File: config.mk
export PLATFORM = sky130hd
export DESIGN_NAME = circle_engine
export DESIGN_NICKNAME = d
export VERILOG_FILES = /design/src/rtl/circle_engine.sv
export SDC_FILE = /design/constraint.sdc
export NUM_CORES = 1
export LEC_CHECK = 0
export BUFFER_PORTS_ARGS = -buffer_cell sky130_fd_sc_hd__buf_2
export CAP_MARGIN = 20
export CELL_PAD_IN_SITES_DETAIL_PLACEMENT = 0
export CELL_PAD_IN_SITES_GLOBAL_PLACEMENT = 2
export CORE_MARGIN = 3
export CORE_UTILIZATION = 38
export DETAILED_ROUTE_END_ITERATION = 6
export PLACE_DENSITY_LB_ADDON = 0.1
export SETUP_SLACK_MARGIN = 0.5
export SYNTH_ARGS = -nofsm -noshare
export SYNTH_HDL_FRONTEND = slang
export SYNTH_SLANG_ARGS = --single-unit
File: constraint.sdc
create_clock -name clk -period 4.8 [get_ports clk]
set_input_delay 0.72 -clock clk [delete_from_list [all_inputs] [get_ports clk]]
set_output_delay 0.72 -clock clk [all_outputs]
set_load 0.03 [all_outputs]
File: src/rtl/circle_engine.sv
// Midpoint circle rasteriser feeding the VGA adapter pixel port: outline or filled
// disc, one pixel candidate per clock, clipped against an XMAX x YMAX screen.
module circle_engine #(
  parameter int XW   = 8,
  parameter int YW   = 7,
  parameter int RW   = 8,
  parameter int CW   = 3,
  parameter int XMAX = 160,
  parameter int YMAX = 120
) (
  input  logic          clk,
  input  logic          rst,
  input  logic          start,
  input  logic          fill,
  input  logic [XW-1:0] centre_x,
  input  logic [YW-1:0] centre_y,
  input  logic [RW-1:0] radius,
  input  logic [CW-1:0] colour,
  output logic          done,
  output logic [XW-1:0] vga_x,
  output logic [YW-1:0] vga_y,
  output logic [CW-1:0] vga_colour,
  output logic          vga_plot
);
  localparam int MW = (XW > YW) ? XW : YW;
  localparam int AW = ((MW > RW) ? MW : RW) + 2;
  localparam logic signed [AW-1:0] ONE  = AW'(1);
  localparam logic signed [AW-1:0] ZERO = '0;
  localparam logic signed [AW-1:0] XLIM = AW'(XMAX);
  localparam logic signed [AW-1:0] YLIM = AW'(YMAX);

  typedef enum logic [1:0] {IDLE, OCT, SPAN, DONE} state_t;

  state_t               r_state, w_state_n;
  logic signed [AW-1:0] r_cx, r_cy, r_ox, r_oy, r_crit, r_dx;
  logic signed [AW-1:0] w_cx_n, w_cy_n, w_ox_n, w_oy_n, w_crit_n, w_dx_n;
  logic [2:0]           r_k, w_k_n;
  logic [1:0]           r_s, w_s_n;
  logic [CW-1:0]        r_colour, w_colour_n;

  logic signed [AW-1:0] w_cx_in, w_cy_in, w_r_in;
  logic signed [AW-1:0] w_oy_step, w_ox_dec, w_ox_step, w_crit_step;
  logic signed [AW-1:0] w_half, w_next_half, w_px, w_py;
  logic                 w_crit_le0, w_cont, w_span_last, w_on, w_active;

  assign w_cx_in = $signed({{(AW-XW){1'b0}}, centre_x});
  assign w_cy_in = $signed({{(AW-YW){1'b0}}, centre_y});
  assign w_r_in  = $signed({{(AW-RW){1'b0}}, radius});

  // Midpoint step, using the already-incremented oy (and decremented ox).
  assign w_oy_step   = r_oy + ONE;
  assign w_ox_dec    = r_ox - ONE;
  assign w_crit_le0  = (r_crit <= ZERO);
  assign w_ox_step   = w_crit_le0 ? r_ox : w_ox_dec;
  assign w_crit_step = w_crit_le0 ? (r_crit + (w_oy_step <<< 1) + ONE)
                                  : (r_crit + ((w_oy_step - w_ox_dec) <<< 1) + ONE);
  assign w_cont      = (w_oy_step <= w_ox_step);

  // Spans 0/1 cover +-ox, spans 2/3 cover +-oy; r_dx walks the current span.
  assign w_half      = r_s[1] ? r_oy : r_ox;
  assign w_next_half = (r_s == 2'd0) ? r_ox : r_oy;
  assign w_span_last = (r_dx == w_half);

  always_comb begin
    w_px = r_cx + r_dx;
    w_py = r_cy + r_oy;
    if (r_state == OCT) begin
      case (r_k)
        3'd0:    begin w_px = r_cx + r_ox; w_py = r_cy + r_oy; end
        3'd1:    begin w_px = r_cx + r_oy; w_py = r_cy + r_ox; end
        3'd2:    begin w_px = r_cx - r_oy; w_py = r_cy + r_ox; end
        3'd3:    begin w_px = r_cx - r_ox; w_py = r_cy + r_oy; end
        3'd4:    begin w_px = r_cx - r_ox; w_py = r_cy - r_oy; end
        3'd5:    begin w_px = r_cx - r_oy; w_py = r_cy - r_ox; end
        3'd6:    begin w_px = r_cx + r_oy; w_py = r_cy - r_ox; end
        default: begin w_px = r_cx + r_ox; w_py = r_cy - r_oy; end
      endcase
    end else begin
      case (r_s)
        2'd0:    w_py = r_cy + r_oy;
        2'd1:    w_py = r_cy - r_oy;
        2'd2:    w_py = r_cy + r_ox;
        default: w_py = r_cy - r_ox;
      endcase
    end
  end

  assign w_on     = !w_px[AW-1] && (w_px < XLIM) && !w_py[AW-1] && (w_py < YLIM);
  assign w_active = (r_state == OCT) || (r_state == SPAN);

  assign vga_plot   = w_active && w_on;
  assign vga_x      = w_active ? w_px[XW-1:0] : '0;
  assign vga_y      = w_active ? w_py[YW-1:0] : '0;
  assign vga_colour = r_colour;
  assign done       = (r_state == DONE);

  always_comb begin
    w_state_n  = r_state;
    w_cx_n     = r_cx;
    w_cy_n     = r_cy;
    w_ox_n     = r_ox;
    w_oy_n     = r_oy;
    w_crit_n   = r_crit;
    w_dx_n     = r_dx;
    w_k_n      = r_k;
    w_s_n      = r_s;
    w_colour_n = r_colour;
    case (r_state)
      IDLE: begin
        if (start) begin
          w_cx_n     = w_cx_in;
          w_cy_n     = w_cy_in;
          w_colour_n = colour;
          w_ox_n     = w_r_in;
          w_oy_n     = ZERO;
          w_crit_n   = ONE - w_r_in;
          w_dx_n     = -w_r_in;
          w_k_n      = 3'd0;
          w_s_n      = 2'd0;
          w_state_n  = fill ? SPAN : OCT;
        end
      end
      OCT: begin
        w_k_n = r_k + 3'd1;
        if (r_k == 3'd7) begin
          w_oy_n    = w_oy_step;
          w_ox_n    = w_ox_step;
          w_crit_n  = w_crit_step;
          w_state_n = w_cont ? OCT : DONE;
        end
      end
      SPAN: begin
        if (!w_span_last) begin
          w_dx_n = r_dx + ONE;
        end else if (r_s == 2'd3) begin
          w_oy_n    = w_oy_step;
          w_ox_n    = w_ox_step;
          w_crit_n  = w_crit_step;
          w_dx_n    = -w_ox_step;
          w_s_n     = 2'd0;
          w_state_n = w_cont ? SPAN : DONE;
        end else begin
          w_s_n  = r_s + 2'd1;
          w_dx_n = -w_next_half;
        end
      end
      default: begin
        if (!start) w_state_n = IDLE;
      end
    endcase
  end

  always_ff @(posedge clk or posedge rst) begin
    if (rst) begin
      r_state  <= IDLE;
      r_cx     <= '0;
      r_cy     <= '0;
      r_ox     <= '0;
      r_oy     <= '0;
      r_crit   <= '0;
      r_dx     <= '0;
      r_k      <= '0;
      r_s      <= '0;
      r_colour <= '0;
    end else begin
      r_state  <= w_state_n;
      r_cx     <= w_cx_n;
      r_cy     <= w_cy_n;
      r_ox     <= w_ox_n;
      r_oy     <= w_oy_n;
      r_crit   <= w_crit_n;
      r_dx     <= w_dx_n;
      r_k      <= w_k_n;
      r_s      <= w_s_n;
      r_colour <= w_colour_n;
    end
  end

endmodule

; ---- After elaboration in Yosys (flattened, before gate mapping)
; Cells that the tools add are included.
[totals]
input_bits = 30
reg_bits = 65
out_inout_bits = 20
[op_classes]
n_mux = 45
eq_ne = 19
n_addsub = 23
order_cmp = 4
n_reduce_logical = 25
[op_table]
columns = operator, count
row1 = $mux W10, 21
row2 = $pmux W10 S3, 6
row3 = $add A10 B2 Y10 const B, 4
row4 = $add A9 B10 Y10, 3
row5 = $add A10 B10 Y10, 2
row6 = $add A8 B10 Y10, 2
row7 = $mux W2, 10
row8 = $neg A10 Y10, 2
row9 = $pmux W10 S2, 1
row10 = $sub A8 B10 Y10, 2
row11 = $sub A9 B10 Y10, 2
row12 = $eq A3 B3 Y1 const B, 4
row13 = $reduce_or A2 Y1, 6
row14 = $eq A10 B10 Y1, 1
row15 = $le A10 B1 Y1 const B, 1
row16 = $le A10 B10 Y1, 1
row17 = $lt A10 B8 Y1 const B, 1
row18 = $lt A10 B9 Y1 const B, 1
row19 = $neg A8 Y10, 1
row20 = $reduce_and A5 Y1, 2
row21 = $sub A10 B2 Y10 const B, 1
row22 = $sub A1 B8 Y9 const A, 1
row23 = $sub A9 B9 Y9, 1
row24 = $eq A2 B2 Y1 const B, 4
row25 = 24 further kinds, 36

; ---- Logic depth before layout (Yosys ltp)
; Gate-level depths: netlist of the first run.
[logic_depth]
word_depth = 9
ltp_mapped = 19
depth_no_buf = 18

; ---- Least setup slack after synthesis of the first run
; No wires, ideal clock.
[synth_timing]
path_kind = register -> output
from = register r_oy[0]
to = output port vga_plot
slack_ps = -7
path_buffers = 1
path_stages_with_launch = 16
arrival_ps = 4087
path_cell_list = dfrtp_1 clkbuf_1 inv_1 ha_1 a222oi_1 a21boi_0 a21oi_1 ha_1 a21o_1 a21oi_1 o22ai_1 o22a_1 a311o_1 mux2_2 o31a_1 nor4_2
[synth_via]
elab_chain_len = 8
[synth_lines]
columns = element, line_no
row1 = start: declaration, 35  ; logic signed [AW-1:0] r_cx, r_cy, r_ox, r_oy, r_crit, r_dx;
row2 = start signal: assignment, 170  ; r_oy <= w_oy_n;
row3 = $add A9 B10 Y10 or $sub A9 B10 Y10 (tied branches), --
row4 = $pmux W10 S3, 68  ; case (r_k)
row5 = $mux W10, 67  ; if (r_state == OCT) begin
row6 = $lt A10 B9 Y1 or $logic_not A1 Y1 (tied branches), 88  ; assign w_on = !w_px[AW-1] && (w_px < XLIM) && !w_py[AW-1] && (w_py < YLIM);
row7 = $logic_and A1 B1 Y1 (2 in a row), 88
row8 = $logic_and A1 B1 Y1 *, 88
row9 = $logic_and A1 B1 Y1 *, 91  ; assign vga_plot = w_active && w_on;
row10 = end: declaration, 23  ; output logic vga_plot
; Mark *: on every way between the ends. The rest lies on a longest branch, timed or not.

; ---- Final worst setup path of the first run
[layout_timing]
from = register r_k[2]
to = output port vga_plot
[layout_via]
elab_chain_len = 9
[layout_lines]
columns = element, line_no
row1 = start: declaration, 37  ; logic [2:0] r_k, w_k_n;
row2 = start signal: assignment, 173  ; r_k <= w_k_n;
row3 = $eq A3 B3 Y1 (tied with other cells), 68
row4 = $reduce_or A2 Y1 (no line), --
row5 = $pmux W10 S3, 68
row6 = $mux W10, 67
row7 = $lt A10 B9 Y1 or $logic_not A1 Y1 (tied branches), 88
row8 = $logic_and A1 B1 Y1 (2 in a row), 88
row9 = $logic_and A1 B1 Y1 *, 88
row10 = $logic_and A1 B1 Y1 *, 91
; Marked as above.

==> metrics, run 1 <==
Slowest-stage cell, CP=dfrtp_1; worst reg-to-reg setup slack=0.77 ns; Synth Warn #=0; number of flops mapped to enable cells by yosys=0; Distinct cells, synth=94; Via Count=9,652; clock period minus worst slack=4.90 ns; Max Freq=204 MHz; CTS tree=done; Worst slew margin=43.5%; Residual DRC=0; number of global-route vias before repair=9,146; utilization after layout=45.1%; CP Class=flip-flop to output pin; first drt pass iteration count=7; Reg clk slew, reported paths=0.07 ns; WP data required=4.08 ns; placed cells=1,605; # setup viols final=1; hold crit path type=input port to async pin; Avg Synthesized Cell Area=7.67 um2; slowest stage delay, CP=0.49 ns; final setup margin=-0.103 ns; Worst EP arrival=4.18 ns; CP endpoint kind=output pin; CTS root buf=clkbuf_16; Seq. cell area=0.00163 mm2; area of the core=0.0245 mm2; Die Area=0.0271 mm2; 1st-iter DRT viols=993; post-route insts no fill=1,638; Post-CTS Hold Buffers=0; Post-Syn Instances=1,248; Final GP Congestion=0.959; multi-input combinational cell area=0.00759 mm2; post-layout instance area=0.0111 mm2; DIE WIDTH=165 um; Final #Nets=1,439; Slew @ Worst Pin=0.848 ns; clock sink count=65; Area Overhead vs Synth=15.7%; CP max FO=12; GRT Resource Usage Total=27.3%; initial antenna violation count=0; MaxCap Viol Count=0; IO Count=50; area post-placement=0.0104 mm2; post-route ant nets=0; area leader, netlist=dfrtp_1; Synth top area share=17.0%; Final Cycle Share=102%; vias per inst=5.89; total gr overflow=0; FP Rows=57; H-tree depth=3; CP cell instances=buf_4 > mux2i_4 > buf_4 > o21ai_0 > a221oi_2 > a21oi_1 > ha_2 > or3_1 > o22a_1 > a311o_1 > mux2_2 > o31a_1 > nor4_4 > buf_6; Worst setup SP type=flip-flop; Skew-Pair Late Insertion Delay=0.36 ns; Setup Skew=0.0121 ns; chip height=165 um; Clock Tree Buf Depth=2; Crit path top cell by count=buf_4; IO Port Bufs=49; Top FF cell, synth=dfrtp_1; sequential area share after synthesis=17.0%; hpwl dp=28,400 um; ranking of synthesized cells by area=dfrtp_1, ha_1, xnor2_1, nor2_1, a21oi_1; first-pass GRT wire length=56,300 um; Initial Utilization=39.0%; share of layout cells above drive strength 1=19.6%; number of diodes=0; Slew Limit Fails=0; Async SR Flop Fraction=100%; Post-Synthesis Cell Area=0.00957 mm2; status=finished with violations; RSZ-0062 raised after global routing=true; fill count=2,540; #FFs+latches synth=65; total routed wirelength=37,100 um; TritonCTS Buffers=9; largest net degree at the start of global routing=45; Final Hold Vio Count=0; drt wl/cell=22.6 um; post-synthesis net count=1,378; failing checks=negative setup slack
==> critical path, delay by kind of cell (launching register included) <==
family | cells | cell delay (ns)
AOI/OAI and AO/OA | 6 | 1.32
DFF | 1 | 0.49
and+or+nand+nor | 2 | 0.55
adders and majority gates | 1 | 0.21
muxes | 2 | 0.62
buffers and inverters | 3 | 0.63
==> final timing paths <==
check,depth (start not counted),endpoint,startpoint
worst min register to register,1,vga_colour[1]$_DFFE_PP0P_,vga_colour[1]$_DFFE_PP0P_
worst max register to register,17,r_crit[9]$_DFFE_PP0P_,r_ox[2]$_DFFE_PP0P_
min in group clk,1,vga_colour[1]$_DFFE_PP0P_,vga_colour[1]$_DFFE_PP0P_
worst min-delay path,2,r_k[2]$_DFFE_PP0P_,rst
worst max-delay path,14,vga_plot,r_k[2]$_DFFE_PP0P_
max in group asynchronous,3,r_oy[0]$_DFFE_PP0P_,rst
==> routing by layer <==
metal	vias to the layer above	global-route usage [%]	share of wire (%)
met5	-	0	0
met4	0	9.15	2.9
met3	50	3.51	5.0
met2	317	44.1	46
met1	4624	37.6	46
li1	4661	-	-
==> layout make-up <==
| cell class | instances | area share (%) |
|---|---|---|
| clock inverter | 7 | 0.678 |
| sequential | 65 | 14.7 |
| tap | 324 | 3.66 |
| timing repair buffer | 129 | 8.11 |
| inverter | 65 | 2.25 |
| clock buffer | 9 | 2.03 |
| multi-input combinational | 1039 | 68.6 |
==> stage by stage <==
| stage | hold slack [ns] | worst slack, ns | setup TNS [ns] |
|---|---|---|---|
| final | 0.426 | -0.103 | -0.103 |
| after global placement | 0.483 | 0.0783 | 0 |
| after global routing | 0.478 | -0.246 | -0.246 |
| after detailed placement | 0.492 | -0.0121 | -0.0121 |
| after CTS | 0.443 | -0.163 | -0.163 |
| after floorplan | 0.486 | 0.467 | 0 |
==> Yosys cell counts (12+ instances only) <==
library cell	n
ha_1	92
mux2_2	24
a21o_1	13
nor4_1	12
xnor2_1	71
o211ai_1	14
buf_2	19
clkbuf_1	47
nand2b_1	12
dfrtp_1	65
nor2_1	123
and2_1	16
nand2_1	97
a211oi_1	19
mux2i_1	26
a31oi_1	19
nand3_1	35
nor3_1	41
o21ai_0	66
xor2_1	33
inv_1	65
a21oi_1	73
o21ai_1	27
nor2b_1	24
==> registers in the layout, indices dropped and copies added (netlist names) <==
name,count
r_crit,10
r_cx,8
r_cy,7
r_dx,10
r_k,3
r_ox,10
r_oy,10
r_s,2
r_state,2
vga_colour,3
==> cell families after synthesis <==
family                     count (synthesis)  synth area share (%)
and+or+nand+nor                          424                  22.2
AOI/OAI and AO/OA                        359                  25.4
buffers and inverters                    144                  6.25
xor gates and xnor gates                 104                  9.52
adders and majority gates                100                  13.7
DFF                                       65                  17.0
muxes                                     52                  5.94
==> what timing repair did <==
item                       CTS  global route
pin swaps                    6            13
setup buffers                4            12
gates resized for setup     18            44
setup endpoints to repair    4             7
==> placed cells by master, fill, tap and decap left out, types with 11 or more instances in the layout <==
master    instances
nor2_1          121
nand2_1          97
ha_1             82
buf_4            76
xnor2_1          70
dfrtp_1          64
a21oi_1          63
o21ai_0          62
inv_1            59
buf_2            45
nor3_1           40
nand3_1          35
xor2_1           31
o21ai_1          30
mux2i_1          26
nor2b_1          23
mux2_2           21
a31oi_1          16
a211oi_1         15
and2_1           15
o211ai_1         14
a21o_1           13
nand2b_1         12
nor4_1           12
o31ai_1          11
or3_1            11
a22oi_1          11
Power of run 1 is left out: the tool's default activity adds up to more than one toggle a clock period on the data nets, which glitch-free logic cannot reach.
==> inputs of run 2 (changes only) <==
- CORE_UTILIZATION: 38 -> 34
- REMOVE_ABC_BUFFERS: unset -> 1
- clock period: 4.8 -> 4 ns (I/O delays scaled with it)
==> metrics, run 2 (synthesis gave the netlist of run 1 again) <==
status=finished with violations; failing checks=negative setup slack; Residual DRC=0 (unchanged); largest net degree at the start of global routing=44 (-2.2%); post-route insts no fill=1,837 (+12%); Final Cycle Share=116%; clock sink count=65 (unchanged); placed cells=1,786 (+11%); first-pass GRT wire length=61,300 um (+8.9%); Max Freq=215 MHz; Worst setup SP type=flip-flop; commonest non-fill, non-tap cell in the layout=buf_4; Seq. cell area=0.00164 mm2 (+0.61%); worst r2r dst=r_crit[9]$_DFFE_PP0P_; total gr overflow=0 (unchanged); first drt pass iteration count=5 (-2); final setup margin=-0.642 ns (-0.539 ns); CP endpoint kind=output pin; CP max FO=5 (-7); Setup Skew=0.00684 ns (-0.00526 ns); H-tree depth=3 (unchanged); r2r startpoint=r_ox[0]$_DFFE_PP0P_; Initial Utilization=35.0% (-4.0 points); most frequent cells in the layout=buf_4, nor2_1, nand2_1; RSZ-0062 raised after global routing=true; vias per inst=5.59 (-5.1%); area of the core=0.0273 mm2 (+11%); # setup viols final=3 (+2); area post-placement=0.0114 mm2 (+9.9%); drt wl/cell=22.0 um (-2.9%); Worst EP arrival=4.04 ns (-0.14 ns); Final GP Congestion=0.931 (-3.0%); post-layout instance area=0.0132 mm2 (+19%); MaxCap Viol Count=0 (unchanged); multi-input combinational cell area=0.00829 mm2 (+9.2%); Slew @ Worst Pin=0.920 ns (+0.0718 ns); TritonCTS Buffers=9 (unchanged); Clock Tree Buf Depth=2 (unchanged); worst reg-to-reg setup slack=0.16 ns (-0.61 ns); Via Count=10,277 (+6.5%); IO Count=50 (unchanged); Worst slew margin=38.7% (-4.8 points); initial antenna violation count=0 (unchanged); Slew Limit Fails=0 (unchanged); total routed wirelength=40,400 um (+8.9%); IO Port Bufs=49 (unchanged); Reg clk slew, reported paths=0.07 ns (about the same); GRT Resource Usage Total=26.1% (-1.2 points); worst reg2reg path depth=21 (+4); post-route ant nets=0 (unchanged); CP Class=flip-flop to output pin; CTS root buf=clkbuf_16; hpwl dp=31,100 um (+9.6%); CTS tree=done; Area Overhead vs Synth=37.6%; number of diodes=0 (unchanged); number of global-route vias before repair=10,135 (+11%); hold crit path type=input port to async pin; Skew-Pair Late Insertion Delay=0.36 ns (about the same); WP data required=3.40 ns (-0.68 ns); share of layout cells above drive strength 1=34.0% (+14 points); Die Area=0.0302 mm2 (+11%); fill count=2,791 (+9.9%); 1st-iter DRT viols=816 (-18%); FP Rows=60 (+5.3%); DIE WIDTH=174 um (+5.5%); chip height=174 um (+5.5%); clock period minus worst slack=4.64 ns; Final #Nets=1,590 (+10%); Final Hold Vio Count=0 (unchanged)
[run 2: cell count changes in the layout (fill, tap and decap cells not counted), sizes merged]
cell,change
buf,+152
inv,-4
clkinvlp,+2
bufinv,+1
[run 2: what timing repair did]
item,in CTS,in global routing
pin swaps,42,51
hold buffers,0,0
endpoints found under the setup margin,15,20
gates cloned,0,0
buffers inserted,16,19
resized for setup,150,99
[run 2: metrics by stage]
stage | setup TNS, ns | utilization [%] | hold WS [ns] | setup WS (ns)
floorplan | -0.619 | - | 0.486 | -0.619
global placement | -0.520 | 41.8 | 0.483 | -0.513
detailed placement | -0.581 | 41.8 | 0.493 | -0.578
CTS | -0.953 | 45.9 | 0.419 | -0.650
global route | -1.59 | 48.2 | 0.464 | -0.778
finish | -1.05 | 48.2 | 0.374 | -0.642
[run 2: worst max path at each step]
stage,startpoint,to,slack (ns),depth (start not counted)
after CTS,r_k[1]$_DFFE_PP0P_,vga_plot,-0.65,16
after global placement,r_k[0]$_DFFE_PP0P_,vga_plot,-0.51,16
after floorplan,r_k[2]$_DFFE_PP0P_,vga_plot,-0.62,13
final,r_k[0]$_DFFE_PP0P_,vga_plot,-0.64,19
after detailed placement,r_k[0]$_DFFE_PP0P_,vga_plot,-0.58,19
after global routing,r_k[0]$_DFFE_PP0P_,vga_plot,-0.78,16
[run 2: metal layers]
metal | wire (um) | global-route usage (%) | part of all wire, %
met2 | 18600 | 42.0 | 46
met1 | 18700 | 35.9 | 46
met4 | 1620 | 10.7 | 4.0
met3 | 1400 | 2.56 | 3.5
met5 | 0 | 0 | 0
[run 2: area by class of cell]
type / count / area share [%]
clock inverter: 6 / 0.684
clock buffer: 10 / 1.82
timing repair buffer: 280 / 16.6
tap: 372 / 3.54
multi-input combinational: 1039 / 63.0
inverter: 65 / 1.95
sequential: 65 / 12.4
[run 2: critical path, stage by stage, from the launching register on]
cell      delay (ns)
dfrtp_2         0.46
inv_4           0.07
ha_4            0.17
mux2_4          0.29
buf_6           0.13
nor2_4          0.14
a21oi_2         0.06
a21oi_2         0.15
a211oi_2        0.07
a21oi_2         0.21
ha_4            0.24
nor2b_4         0.13
o21ai_2         0.14
a21oi_2         0.08
o31a_1          0.26
o21ai_1         0.14
mux2_2          0.34
o31a_1          0.24
nor4_2          0.15
buf_4           0.20
Power of run 2 is left out for the same reason.
==> inputs of run 3 (changes only) <==
- SKIP_CTS_REPAIR_TIMING: unset -> 1
==> metrics, run 3 (synthesis gave the netlist of run 1 again) <==
number of diodes=0 (unchanged); Final Hold Vio Count=0 (unchanged); area of the core=0.0273 mm2 (unchanged); MaxCap Viol Count=0 (unchanged); status=finished with violations; r2r startpoint=r_oy[0]$_DFFE_PP0P_; total routed wirelength=39,800 um (-1.5%); largest net degree at the start of global routing=44 (unchanged); Max Freq=214 MHz (-0.77%); Slowest-stage cell, CP=dfrtp_1; Final Cycle Share=117% (+0.90 points); initial antenna violation count=0 (unchanged); Reg clk slew, reported paths=0.07 ns (about the same); IO Count=50 (unchanged); Clock Tree Buf Depth=2 (unchanged); Die Area=0.0302 mm2 (unchanged); fill count=2,808 (+0.61%); GRT Resource Usage Total=25.4% (-0.67 points); most frequent cells in the layout=buf_4, nor2_1, nand2_1; Area Overhead vs Synth=35.5%; Seq. cell area=0.00163 mm2 (-0.23%); Slew Limit Fails=0 (unchanged); 1st-iter DRT viols=788 (-3.4%); Final #Nets=1,586 (-0.25%); WP data required=3.40 ns (about the same); final hold slack=0.371 ns (-0.00275 ns); chip height=174 um (unchanged); clock period minus worst slack=4.68 ns (+0.0358 ns); IO Port Bufs=49 (unchanged); failing checks=negative setup slack; CTS root buf=clkbuf_16; clock sink count=65 (unchanged); first drt pass iteration count=5 (unchanged); CP endpoint kind=output pin; Setup Skew=0.00696 ns (+0.000120 ns); number of global-route vias before repair=9,883 (-2.5%); first-pass GRT wire length=59,900 um (-2.3%); FP Rows=60 (unchanged); multi-input combinational cell area=0.00815 mm2 (-1.7%); Worst EP arrival=4.08 ns (+0.04 ns); CP Class=flip-flop to output pin; CTS tree=done; # setup viols final=3 (unchanged); DIE WIDTH=174 um (unchanged); CP delay by family, top=compound AO/OA/AOI/OAI gates; Slew @ Worst Pin=0.905 ns (-0.0151 ns); post-route insts no fill=1,833 (-0.22%); share of layout cells above drive strength 1=32.5% (-1.5 points); CP max FO=5 (unchanged); vias per inst=5.58 (-0.33%); hpwl dp=31,100 um (unchanged); RSZ-0062 raised after global routing=true; Worst slew margin=39.7% (+1.0 points); Initial Utilization=35.0% (unchanged); slowest stage delay, CP=0.43 ns (-0.03 ns); post-route ant nets=0 (unchanged); H-tree depth=3 (unchanged); drt wl/cell=21.7 um (-1.3%); worst r2r dst=r_crit[9]$_DFFE_PP0P_; TritonCTS Buffers=9 (unchanged); worst reg-to-reg setup slack=0.18 ns (+0.02 ns); worst reg2reg path depth=17 (-19%); Via Count=10,221 (-0.54%); placed cells=1,786 (unchanged); final setup margin=-0.678 ns (-0.0358 ns); CP cell instances=inv_2 > ha_4 > mux2_4 > buf_6 > nor2_4 > a21oi_1 > a21oi_1 > a211oi_2 > a21oi_2 > ha_1 > buf_4 > a21oi_4 > o22ai_4 > o22a_1 > a311o_1 > mux2_4 > o31a_1 > nor4_2 > buf_4; Final GP Congestion=0.931 (unchanged); crit path buf inv count=4 (+1); total gr overflow=0 (unchanged); Worst setup SP type=flip-flop; Skew-Pair Late Insertion Delay=0.36 ns (about the same); Residual DRC=0 (unchanged); commonest non-fill, non-tap cell in the layout=buf_4; hold crit path type=input port to async pin
[run 3: cell count changes in the layout (fill, tap and decap cells not counted), sizes merged]
cell / before / now
inv: 64 / 65
buf: 280 / 276
clkinvlp: 2 / 1
[run 3: final cells by class]
class,count,area share (%)
tap,372,3.59
clock buffer,10,1.84
sequential,65,12.6
inverter,65,1.93
multi-input combinational,1039,62.8
timing repair buffer,276,16.5
clock inverter,6,0.695
[run 3: how the worst max path moves through the flow]
stage	cells after the start	end	startpoint	slack (ns)
floorplan	13	vga_plot	r_k[2]$_DFFE_PP0P_	-0.62
global placement	16	vga_plot	r_k[0]$_DFFE_PP0P_	-0.51
detailed placement	19	vga_plot	r_k[0]$_DFFE_PP0P_	-0.58
CTS	19	vga_plot	r_k[0]$_DFFE_PP0P_	-0.98
global route	19	vga_plot	r_k[0]$_DFFE_PP0P_	-0.84
finish	19	vga_plot	r_k[0]$_DFFE_PP0P_	-0.68
[run 3: stage by stage]
step | setup slack, ns | TNS (ns) | instance area, um2 | utilization, %
2_1_floorplan | -0.619 | -0.619 | 9220 | -
3_3_place_gp | -0.513 | -0.520 | 11400 | 41.8
3_5_place_dp | -0.578 | -0.581 | 11400 | 41.8
4_1_cts | -0.980 | -2.04 | 11700 | 43.0
5_1_grt | -0.842 | -1.71 | 13000 | 47.5
6_report | -0.678 | -1.09 | 13000 | 47.5
[run 3: per-layer routing]
layer,up-vias,global-route usage [%],share of wire [%]
li1,4972,-,-
met1,4905,35.0,46
met2,277,41.6,46
met3,67,2.65,3.9
met4,0,8.78,3.4
met5,-,0,0
Power of run 3 is left out for the same reason.
